===== src/rtl/aes_round_ctrl.sv =====
// Iterative AES-128 round sequencer: walks the round-key-add datapath through rounds 0..NR,
// fetching each later round key from the key schedule and returning the final block on a valid/ready port.
module aes_round_ctrl #(
    parameter int NR      = 10,
    parameter int TIMEOUT = 255
) (
    input  logic         clk,
    input  logic         rst,
    input  logic         in_valid,
    output logic         in_ready,
    input  logic [127:0] in_data,
    input  logic [127:0] in_key,
    output logic         ksch_req,
    output logic [3:0]   ksch_round,
    input  logic         ksch_ack,
    output logic         rnd_start,
    output logic [3:0]   rnd_round,
    output logic [127:0] rnd_data,
    output logic [127:0] rnd_key,
    input  logic         rnd_ready,
    input  logic         rnd_done,
    input  logic [127:0] rnd_result,
    output logic         out_valid,
    input  logic         out_ready,
    output logic [127:0] out_data,
    output logic         busy,
    output logic         err
);

    typedef enum logic [2:0] {
        S_IDLE,
        S_ADD,
        S_ADD_WAIT,
        S_KEY,
        S_DONE
    } state_t;

    localparam logic [3:0] LAST_ROUND = 4'(NR);
    localparam logic [7:0] TMO_LAST   = 8'(TIMEOUT - 1);

    state_t       state_q, state_d;
    logic [3:0]   round_q, round_d;
    logic [127:0] block_q, block_d;
    logic [127:0] key_q, key_d;
    logic [127:0] out_data_q, out_data_d;
    logic [7:0]   tmo_q, tmo_d;
    logic         err_q, err_d;
    logic         rnd_start_q, ksch_req_q, out_valid_q, busy_q;

    always_comb begin
        state_d    = state_q;
        round_d    = round_q;
        block_d    = block_q;
        key_d      = key_q;
        out_data_d = out_data_q;
        tmo_d      = tmo_q;
        err_d      = err_q;
        case (state_q)
            S_IDLE: begin
                if (in_valid) begin
                    block_d = in_data;
                    key_d   = in_key;
                    round_d = 4'd0;
                    err_d   = 1'b0;
                    state_d = S_ADD;
                end
            end
            S_ADD: begin
                tmo_d   = 8'd0;
                state_d = S_ADD_WAIT;
            end
            S_ADD_WAIT: begin
                if (rnd_ready) begin
                    // The datapath's final-round flag must agree with our own round count.
                    if (rnd_done != (round_q == LAST_ROUND)) begin
                        err_d   = 1'b1;
                        state_d = S_IDLE;
                    end else if (round_q == LAST_ROUND) begin
                        out_data_d = rnd_result;
                        state_d    = S_DONE;
                    end else begin
                        block_d = rnd_result;
                        round_d = round_q + 4'd1;
                        state_d = S_KEY;
                    end
                end else if (tmo_q == TMO_LAST) begin
                    err_d   = 1'b1;
                    state_d = S_IDLE;
                end else begin
                    tmo_d = tmo_q + 8'd1;
                end
            end
            S_KEY: begin
                if (ksch_ack) begin
                    tmo_d   = 8'd0;
                    state_d = S_ADD;
                end else if (tmo_q == TMO_LAST) begin
                    err_d   = 1'b1;
                    state_d = S_IDLE;
                end else begin
                    tmo_d = tmo_q + 8'd1;
                end
            end
            S_DONE: begin
                if (out_ready) begin
                    state_d = S_IDLE;
                end
            end
            default: state_d = S_IDLE;
        endcase
    end

    // Handshake outputs are registered from the next state so they line up with state_q.
    always_ff @(posedge clk or negedge rst) begin
        if (!rst) begin
            state_q     <= S_IDLE;
            round_q     <= 4'd0;
            block_q     <= '0;
            key_q       <= '0;
            out_data_q  <= '0;
            tmo_q       <= 8'd0;
            err_q       <= 1'b0;
            rnd_start_q <= 1'b0;
            ksch_req_q  <= 1'b0;
            out_valid_q <= 1'b0;
            busy_q      <= 1'b0;
        end else begin
            state_q     <= state_d;
            round_q     <= round_d;
            block_q     <= block_d;
            key_q       <= key_d;
            out_data_q  <= out_data_d;
            tmo_q       <= tmo_d;
            err_q       <= err_d;
            rnd_start_q <= (state_d == S_ADD);
            ksch_req_q  <= (state_d == S_KEY);
            out_valid_q <= (state_d == S_DONE);
            busy_q      <= (state_d != S_IDLE);
        end
    end

    assign in_ready   = rst && (state_q == S_IDLE);
    assign ksch_req   = ksch_req_q;
    assign ksch_round = round_q;
    assign rnd_start  = rnd_start_q;
    assign rnd_round  = round_q;
    assign rnd_data   = block_q;
    assign rnd_key    = key_q;
    assign out_valid  = out_valid_q;
    assign out_data   = out_data_q;
    assign busy       = busy_q;
    assign err        = err_q;

endmodule


===== config.mk =====
export PLATFORM = sky130hd
export DESIGN_NAME = aes_round_ctrl
export DESIGN_NICKNAME = d
export VERILOG_FILES = /design/src/rtl/aes_round_ctrl.sv
export SDC_FILE = /design/constraint.sdc
export NUM_CORES = 1
export LEC_CHECK = 0
export BUFFER_PORTS_ARGS = -buffer_cell sky130_fd_sc_hd__buf_2
export CAP_MARGIN = 10
export CORE_AREA = 2 2 307 309
export CTS_BUF_LIST = sky130_fd_sc_hd__clkbuf_4
export CTS_CLUSTER_SIZE = 30
export DETAILED_ROUTE_END_ITERATION = 12
export DIE_AREA = 0 0 309 311
export PLACE_DENSITY = 0.4
export SYNTH_ARGS = -nofsm -noshare
export SYNTH_HDL_FRONTEND = slang
export SYNTH_SLANG_ARGS = --single-unit

===== constraint.sdc =====
create_clock -name clk -period 6.4 [get_ports clk]
set_input_delay 0.32 -clock clk [delete_from_list [all_inputs] [get_ports clk]]
set_output_delay 0.32 -clock clk [all_outputs]
set_load 0.005 [all_outputs]

==> metrics.cfg <==
[die]
start_util_pct=18.39
die_area_sq_um=96100
ios=789
fp.coreArea_sq_um=92770
dieWidth_um=309
rows=112
die_y_um=311

[global_route]
grt_pass1_vias=17680
grt_overflow_total=0
grt_max_degree=136
grtUsageTotal_pct=13.85
grt_antenna_before_repair=4
grt_first_pass_wirelength_mm=102.9

[placed_design]
port_buffers=788
hpwl_mm=47.56
gp_congestion=0.7866
placed_area_sq_um=22240

[timing]
finalHoldViolations=0
rsz0062_at_grt=false
finalSetupTns_ns=0
slew_viol_final=0
hold_ws_ns=0.1951
layout_worst_path_cycle_share_pct=53.44
setup_violations=0
fmax_mhz=292.4
relSlewSlack_pct=32.32
finClkSkew_ns=0.06185
min_period_ns=3.420
worst_pin_slew_ns=1.015

[clock_network]
cts_tree=done
insertion_delay_ns=0.93
clk_pin_slew_ns=0.07
cts_num_sinks=404
cts_max_level=3
post_cts_resized=0
cts_buffers=120
cts_root_buffer=clkbuf_4
cts_max_path_buffers=3

[critical_path]
crit_chain=or3b_4 > buf_4 > buf_4 > nand2_1 > nand2_1 > dlygate4sd3_1 > mux2_1
critical_path_class=flip-flop to flip-flop
cp-start-kind=flip-flop
cp.arrival_ns=4.25
required_ns=7.23
max_stage_delay_ns=0.72
critPathSlowestCell=buf_4
reg2reg_slack_ns=2.98
critPathCaptureType=flip-flop
crit_family=buffers and inverters
critical_path_buf_inv_count=3
critPathMaxFanout=69

[drt]
drc_errors=0
wire_per_inst_um=16.72
num_vias=15990
via_per_inst=3.915
wl_mm=68.30
drt-initial-drc-count=742
detail-route-antenna-nets=0
firstDrtPassIters=4

[synthesis]
syn_inst=1356
ys_ff_latch=404
ys.flop_type=dfrtp_1
yosys_warnings=0
synth_edf_count=0
syn-num-nets=1753
seq_area_frac_synth_pct=59.26
syn_area_per_cell_sq_um=12.58
synth_cell_type_count=43
async_reset_ff_share_pct=100.0
syn_area_sq_um=17060

[power]
p_per_area_nw_per_um2=363.7
power.leakage_uw=0.01460
ir_drop_mv=0.2063

[cells_and_area]
drive_above_1_share_pct=45.48
utilization_pct=31.37
final_cell_mix=buf_2 (787), dlygate4sd3_1 (523), dfrtp_1 (404)
final_area_sq_um=29100
nNetsFinal=3121
syn2layout_area_growth_pct=70.56
mostFrequentLayoutCell=buf_2

[run_status]
outcome=finished clean

[run]
drv_cap=0

[worst_hold_path]
worstHoldPathType=primary input to flip-flop

-- final cells by class --
| class | instances | area [sq um] |
|---|---|---|
| Tap cell | 1254 | 1569 |
| Antenna cell | 9 | 22.52 |
| Inverter | 9 | 33.78 |
| Timing Repair Buffer | 1326 | 9359 |
| Clock buffer | 175 | 1314 |
| Clock inverter | 44 | 255.2 |
| Sequential cell | 404 | 10110 |
| Multi-Input combinational cell | 863 | 6435 |
| Fill cell | 9635 | 63670 |
-- cell usage after synthesis, types with 7 or more instances --
library cell / number / area (sq um)
buf_2: 21 / 105.1
buf_4: 8 / 60.06
buf_6: 21 / 236.5
clkbuf_1: 29 / 108.9
dfrtp_1: 404 / 10110
inv_1: 9 / 33.78
mux2_1: 99 / 1115
mux2_2: 286 / 3221
nand2_1: 394 / 1479
nand3_1: 7 / 35.03
nor2_1: 9 / 33.78
o21ai_0: 7 / 35.03
-- timing repair --
action | CTS | global route
setup endpoints to repair | 0 | 0
hold buffers | 524 | 0
hold endpoints to repair | 604 | 0
setup buffers | 0 | 0
-- final timing paths --
kind                                          start                   endpoint  cells after the start
max                            state_q[0]$_DFF_PN0_    rnd_data[4]$_DFFE_PN0P_                      7
min                                     in_key[116]   rnd_key[116]$_DFFE_PN0P_                      3
max reg2reg                    state_q[0]$_DFF_PN0_    rnd_data[4]$_DFFE_PN0P_                      7
min reg2reg                rnd_data[90]$_DFFE_PN0P_   rnd_data[90]$_DFFE_PN0P_                      1
max in group asynchronous                       rst  rnd_data[123]$_DFFE_PN0P_                      4
min in group asynchronous                       rst   rnd_data[62]$_DFFE_PN0P_                      4
-- report_power, final --
| part | leakage [uW] | internal [uW] | switching, uW | total [uW] |
|---|---|---|---|---|
| clock | 0.000929 | 1370 | 1190 | 2560 |
| sequential | 0.00503 | 3460 | 474 | 3930 |
| combinational | 0.00864 | 2040 | 2040 | 4090 |
-- cell families (layout without fill, tap and decap cells) --
logic type               after synthesis  after routing  share of synthesized area (%)
adder cells (fa/ha/maj)                6              6                         0.4400
AND/OR/NAND/NOR                      439            439                          10.27
buffers and inverters                 89           1554                          3.212
AO/OA/AOI/OAI                         30             30                          1.247
multiplexers                         386            386                          25.47
flip-flops                           404            404                          59.26
XOR/XNOR                               2              2                         0.1027
other                                  0              9                              0
-- routing by layer --
metal  share of wire (%)  vias up  wire length [um]  global-route usage [%]
li1                    -     7404                 -                       -
met1                  38     7834             26220                   15.04
met2                  51      645             34510                   24.80
met3                 8.9      104              6056                   5.129
met4                 2.2        0              1510                   4.259
met5                   0        -                 0                       0
-- sequential cells by signal, indices dropped and copies added, names as in the netlist --
register / cells
out_valid: 1
state_q: 3
rnd_data: 128
rnd_start: 1
busy: 1
rnd_key: 128
ksch_round: 4
ksch_req: 1
err: 1
out_data: 128
tmo_q: 8
-- stage by stage --
| stage | setup WS, ns | power [uW] | instances |
|---|---|---|---|
| finish | 2.980 | 10580 | 4084 |
| global route | 2.641 | 11420 | 4081 |
| CTS | 2.861 | 10820 | 4075 |
| detailed placement | 3.091 | 7833 | 3332 |
| global placement | 3.131 | 7775 | 3332 |
| floorplan | 4.156 | 6009 | 1356 |
-- worst reg2reg max path: stages, from the launching register on --
cell	delay (ns)
dfrtp_1	0.67
or3b_4	0.29
buf_4	0.71
buf_4	0.74
nand2_1	0.15
nand2_1	0.09
dlygate4sd3_1	0.54
mux2_1	0.12
No activity file was read; power rests on OpenSTA's default activity.
